===== src/rtl/text_cursor_writer.sv =====
// Cursor-driven writer for a 32x4 byte text buffer, fed one byte at a time from a UART receiver.
// Optional macro BACKSPACE_EN: 0x08 steps the cursor back one cell and blanks that cell.
module text_cursor_writer #(
  parameter logic [7:0] CLR_BYTE = 8'h00
) (
  input  logic       clk,
  input  logic       reset,
  input  logic       in_valid,
  input  logic [7:0] in_data,
  output logic       in_ready,
  output logic       we,
  output logic [4:0] w_row,
  output logic [1:0] w_col,
  output logic [7:0] din,
  output logic [4:0] cur_row,
  output logic [1:0] cur_col,
  output logic       busy
);

  // Handshake: a byte is taken on a rising edge where in_valid && in_ready. in_ready is a
  // registered output. It is high only in IDLE and drops in the cycle after a 0x0C is taken.
  typedef enum logic {
    ST_CLEAR,
    ST_IDLE
  } state_t;

  state_t     state;
  logic [6:0] clr_idx;
  logic [6:0] cur_lin;
  logic       accept;

  // Row-major cell index: incrementing it gives the col/row advance and the (31,3) -> (0,0) wrap.
  assign cur_lin = {cur_row, cur_col};
  assign accept  = in_valid && in_ready;

`ifdef BACKSPACE_EN
  logic [6:0] bs_lin;
  assign bs_lin = (cur_lin == 7'd0) ? 7'd0 : cur_lin - 7'd1;
`endif

  always_ff @(posedge clk) begin
    if (reset) begin
      state    <= ST_CLEAR;
      clr_idx  <= 7'd0;
      cur_row  <= 5'd0;
      cur_col  <= 2'd0;
      we       <= 1'b0;
      w_row    <= 5'd0;
      w_col    <= 2'd0;
      din      <= 8'h00;
      in_ready <= 1'b0;
      busy     <= 1'b1;
    end else begin
      case (state)
        ST_CLEAR: begin
          we             <= 1'b1;
          {w_row, w_col} <= clr_idx;
          din            <= CLR_BYTE;
          clr_idx        <= clr_idx + 7'd1;
          in_ready       <= 1'b0;
          busy           <= 1'b1;
          // busy/in_ready stay put for the last write; IDLE releases them one edge later.
          if (clr_idx == 7'd127) begin
            state <= ST_IDLE;
          end
        end
        ST_IDLE: begin
          we       <= 1'b0;
          busy     <= 1'b0;
          in_ready <= 1'b1;
          if (accept) begin
            if (in_data == 8'h0C) begin
              state    <= ST_CLEAR;
              clr_idx  <= 7'd0;
              cur_row  <= 5'd0;
              cur_col  <= 2'd0;
              in_ready <= 1'b0;
              busy     <= 1'b1;
            end else if (in_data >= 8'h20) begin
              we                 <= 1'b1;
              {w_row, w_col}     <= cur_lin;
              din                <= in_data;
              {cur_row, cur_col} <= cur_lin + 7'd1;
            end else if (in_data == 8'h0D) begin
              cur_col <= 2'd0;
            end else if (in_data == 8'h0A) begin
              cur_row <= cur_row + 5'd1;
`ifdef BACKSPACE_EN
            end else if (in_data == 8'h08) begin
              we                 <= 1'b1;
              {w_row, w_col}     <= bs_lin;
              din                <= CLR_BYTE;
              {cur_row, cur_col} <= bs_lin;
`endif
            end
          end
        end
        default: state <= ST_CLEAR;
      endcase
    end
  end

endmodule


===== config.mk =====
export PLATFORM = sky130hd
export DESIGN_NAME = text_cursor_writer
export DESIGN_NICKNAME = d
export VERILOG_FILES = /design/src/rtl/text_cursor_writer.sv
export SDC_FILE = /design/constraint.sdc
export NUM_CORES = 1
export LEC_CHECK = 0
export BUFFER_PORTS_ARGS = -buffer_cell sky130_fd_sc_hd__buf_2
export CORE_MARGIN = 2
export CORE_UTILIZATION = 40
export CTS_CLUSTER_DIAMETER = 40
export CTS_CLUSTER_SIZE = 20
export DETAILED_ROUTE_END_ITERATION = 8
export SETUP_SLACK_MARGIN = 0.1
export SLEW_MARGIN = 0
export SYNTH_ARGS = -nofsm -noshare
export SYNTH_HDL_FRONTEND = slang
export SYNTH_SLANG_ARGS = --single-unit
export TNS_END_PERCENT = 20

===== constraint.sdc =====
create_clock -name clk -period 1.4 [get_ports clk]
set_input_delay 0.07 -clock clk [delete_from_list [all_inputs] [get_ports clk]]
set_output_delay 0.07 -clock clk [all_outputs]
set_load 0.005 [all_outputs]

==> impl_results.md <==
* Status: finished, final reports clean
* Distinct cells, synth at 38
* Worst path required time at between 1.5 and 2 ns
* Layout filler cell count at between 300 and 400
* Placed Instances at between 200 and 300
* Largest net degree at the start of global routing at 22
* Pwr Total at ~0.0019 W
* # setup viols final at 0
* Max-slew headroom at 0.709
* CTS sink count at 33
* CTS max path bufs at 2
* Mapped cell area at around 0.0015 sq mm
* Critical path fanouts, max at 2
* Vias post-DR at around 1500
* Worst Tran Pin Value at 0.431 ns
* Yosys top cell area share at 0.441
* Syn_nets at between 150 and 200
* Initial DRC Count at roughly 120
* Antenna violations before repair at 0
* Pwr dens at between 800 and 900 mW/mm^2
* Antenna Nets Post-Route at 0
* Crit. End Element: register
* GRT Total Usage at 0.188
* Drt pass-1 iters at 4
* Top post-synthesis cells by count: dfxtp_1 (33), nand2_1 (32), nor2_1 (17), a21oi_1 (11)
* I/O pin count at 36
* Reg-to-reg setup timing slack at roughly 0.0014 ns
* Crit path cell chain: ha_4, inv_2, or4_1, a21o_1, a31oi_1
* IO Port Bufs at 35
* CTS Buf Count at 5
* Detailed-route vias per instance at between 5 and 6
* Kind of critical path: reg -> reg
* Synth area leaders: dfxtp_1 (44%), nand2_1 (8.0%), a311oi_1 (4.7%)
* Row count at 22
* Combinational cell fraction of total power at 0.059
* CP max stage delay at 0.39 ns
* DIE AREA at around 0.0043 sq mm
* First-pass GRT wire length at ~6300 um
* Switching pwr at between 0.0004 and 0.0005 W
* Initial core utilization at 0.413
* Max Slew Vio Count at 0
* Worst VDD drop at approximately 0.71 mV
* CP max stage cell: or4_1
* Post-Synthesis Cells at approximately 180
* RD Place Congestion at between 0.8 and 0.9
* Critical path launch point type: register
* Vias in the first global route at between 1000 and 1500
* Avg Cell Area, Syn at 8.42 sq um
* Switching portion of total power at 0.220
* Final instance count without filler cells at between 200 and 300
* Clock network fraction of total power at 0.424
* Most frequent cell after synthesis: dfxtp_1
* Core Area at about 0.0036 sq mm
* Fin. Hold Viols at 0
* WL/cell at between 10 and 15 um
* Clk root buf: clkbuf_8
* RSZ-0062 raised after global routing: true
* N_diodes at 0
* Post-layout util at 0.569
* Clk slew on worst S/H paths at 0.07 ns
* Asr flop ratio synth at 0
* Period Utilization, post-route at 0.999
* Seq cells post-synth at 33
* Post-CTS setup buffer count at 0
* Synth area leader: dfxtp_1
* Worst r2r src: cur_row[0]$_SDFFE_PP0P_
* Nets at between 200 and 250
* Max Clk Rate at between 700 and 800 MHz
* Total wire length at around 3700 um
* Area delta synth->final at 37.8%
* Share of post-route cells with drive strength above 1 at 0.390
* Seq/Total Area, Yosys at 0.441
* Dpl hpwl at roughly 2800 um
* Seq pwr share at 0.517
* Crit path DAT at approximately 1.6 ns
* Die Y at about 65 um
* GRT Residual Overflow at 0
* Max_cap viols at 0
* Critical path endpoint: cur_row[1]$_SDFFE_PP0P_
* Number of synthesized flops with an enable pin at 0
* HP Class: in -> reg
* Layout Skew at 0.00830 ns
* Most common flop cell mapped by yosys: dfxtp_1
* Worst skew pair latency at just under 0.3 ns
* Hold-fix buffers, CTS at 0
* CTS tree: yes
* DRC viols at 0
* H-tree levels at 2
* Leak at between 0.8 and 0.9 nW
* Critical path startpoint: cur_row[0]$_SDFFE_PP0P_
* R2r worst-path depth at 5
* P_int at about 0.0014 W
* Post-layout min period at ~1.4 ns
* Die extent in x at around 65 um
* RR Endpoint: cur_row[1]$_SDFFE_PP0P_
* Syn. warnings at 0
-- worst max-delay path: cells and delay by family, from the launching register on --
family / cells / cell delay (ns)
AO/OA/AOI/OAI: 2 / 0.29
adder cells (fa/ha/maj): 1 / 0.26
buffers and inverters: 1 / 0.02
flip-flops: 1 / 0.36
AND/OR/NAND/NOR: 1 / 0.39
-- metrics by stage --
| stage | setup slack [ns] | setup TNS, ns | area (sq um) | hold WS, ns |
|---|---|---|---|---|
| floorplan | 0.0181 | 0 | 1540 | 0.206 |
| global placement | -0.0197 | -0.0197 | 1900 | 0.337 |
| detailed placement | -0.0553 | -0.106 | 1900 | 0.339 |
| CTS | 0.00348 | 0 | 2010 | 0.0388 |
| global route | -0.0642 | -0.0642 | 2070 | 0.0501 |
| finish | 0.00143 | 0 | 2070 | 0.0520 |
-- cells by family after synthesis --
family,share of synthesized area
buf+inv,0.0476
simple gates,0.230
mux,0.00751
flops,0.441
xor+xnor,0.0117
fa+ha+maj,0.0250
compound gates,0.237
-- placed cells by master (no fill, tap or decap), types with 5 or more instances in the layout --
cell	count
buf_2	35
nand2_1	32
dfxtp_1	26
buf_4	24
nor2_1	15
a21oi_1	11
a311oi_1	7
clkbuf_8	7
inv_1	6
o21ai_0	6
dfxtp_2	5
-- power by group through the flow --
| stage | clock network, W | logic (W) | registers [W] |
|---|---|---|---|
| 2_1_floorplan | 0 | 0.0000466 | 0.000980 |
| 3_3_place_gp | 0 | 0.000103 | 0.000978 |
| 3_5_place_dp | 0 | 0.000106 | 0.000979 |
| 4_1_cts | 0.000807 | 0.000106 | 0.000958 |
| 5_1_grt | 0.000848 | 0.000121 | 0.000960 |
| 6_report | 0.000787 | 0.000109 | 0.000960 |
-- state kept, by name (all words and copies together) (netlist names) --
| register | cells |
|---|---|
| busy | 1 |
| we | 1 |
| cur_col | 2 |
| w_row | 5 |
| cur_row | 5 |
| w_col | 2 |
| state | 1 |
| clr_idx | 7 |
| in_ready | 1 |
| din | 8 |
-- worst min-delay path by stage --
stage	startpoint	endpoint	slack, ns	cells past startpoint
2_1_floorplan	in_data[0]	din[0]$_SDFFE_PP0P_	0.21	2
3_3_place_gp	in_data[4]	din[4]$_SDFFE_PP0P_	0.34	3
3_5_place_dp	in_data[3]	din[3]$_SDFFE_PP0P_	0.34	3
4_1_cts	in_data[3]	din[3]$_SDFFE_PP0P_	0.04	3
5_1_grt	in_data[4]	din[4]$_SDFFE_PP0P_	0.05	3
6_report	in_data[4]	din[4]$_SDFFE_PP0P_	0.05	3
-- cell type report --
class,instances,area [sq um],share of cell area
clock buffer,7,96.3,0.0466
timing repair buffer,59,355,0.172
sequential,33,674,0.326
inverter,8,30.0,0.0145
multi-input combinational,128,845,0.409
clock inverter,1,5.00,0.00242
tap,48,60.1,0.0291
-- per-layer routing --
| layer | part of all wire | vias up | wire length, um | GRT usage |
|---|---|---|---|---|
| met4 | 0.012 | 0 | 44 | 0.0703 |
| met2 | 0.45 | 47 | 1670 | 0.286 |
| met1 | 0.48 | 684 | 1760 | 0.249 |
| met3 | 0.055 | 6 | 204 | 0.0582 |
| li1 | - | 758 | - | - |
| met5 | 0 | - | 0 | 0 |
-- what timing repair did --
action,CTS,global route
endpoints found under the setup margin,6,13
pin swaps,1,2
endpoints found under the hold margin,0,0
resized for setup,1,19
Note: power is estimated with default switching activity, not from simulation.
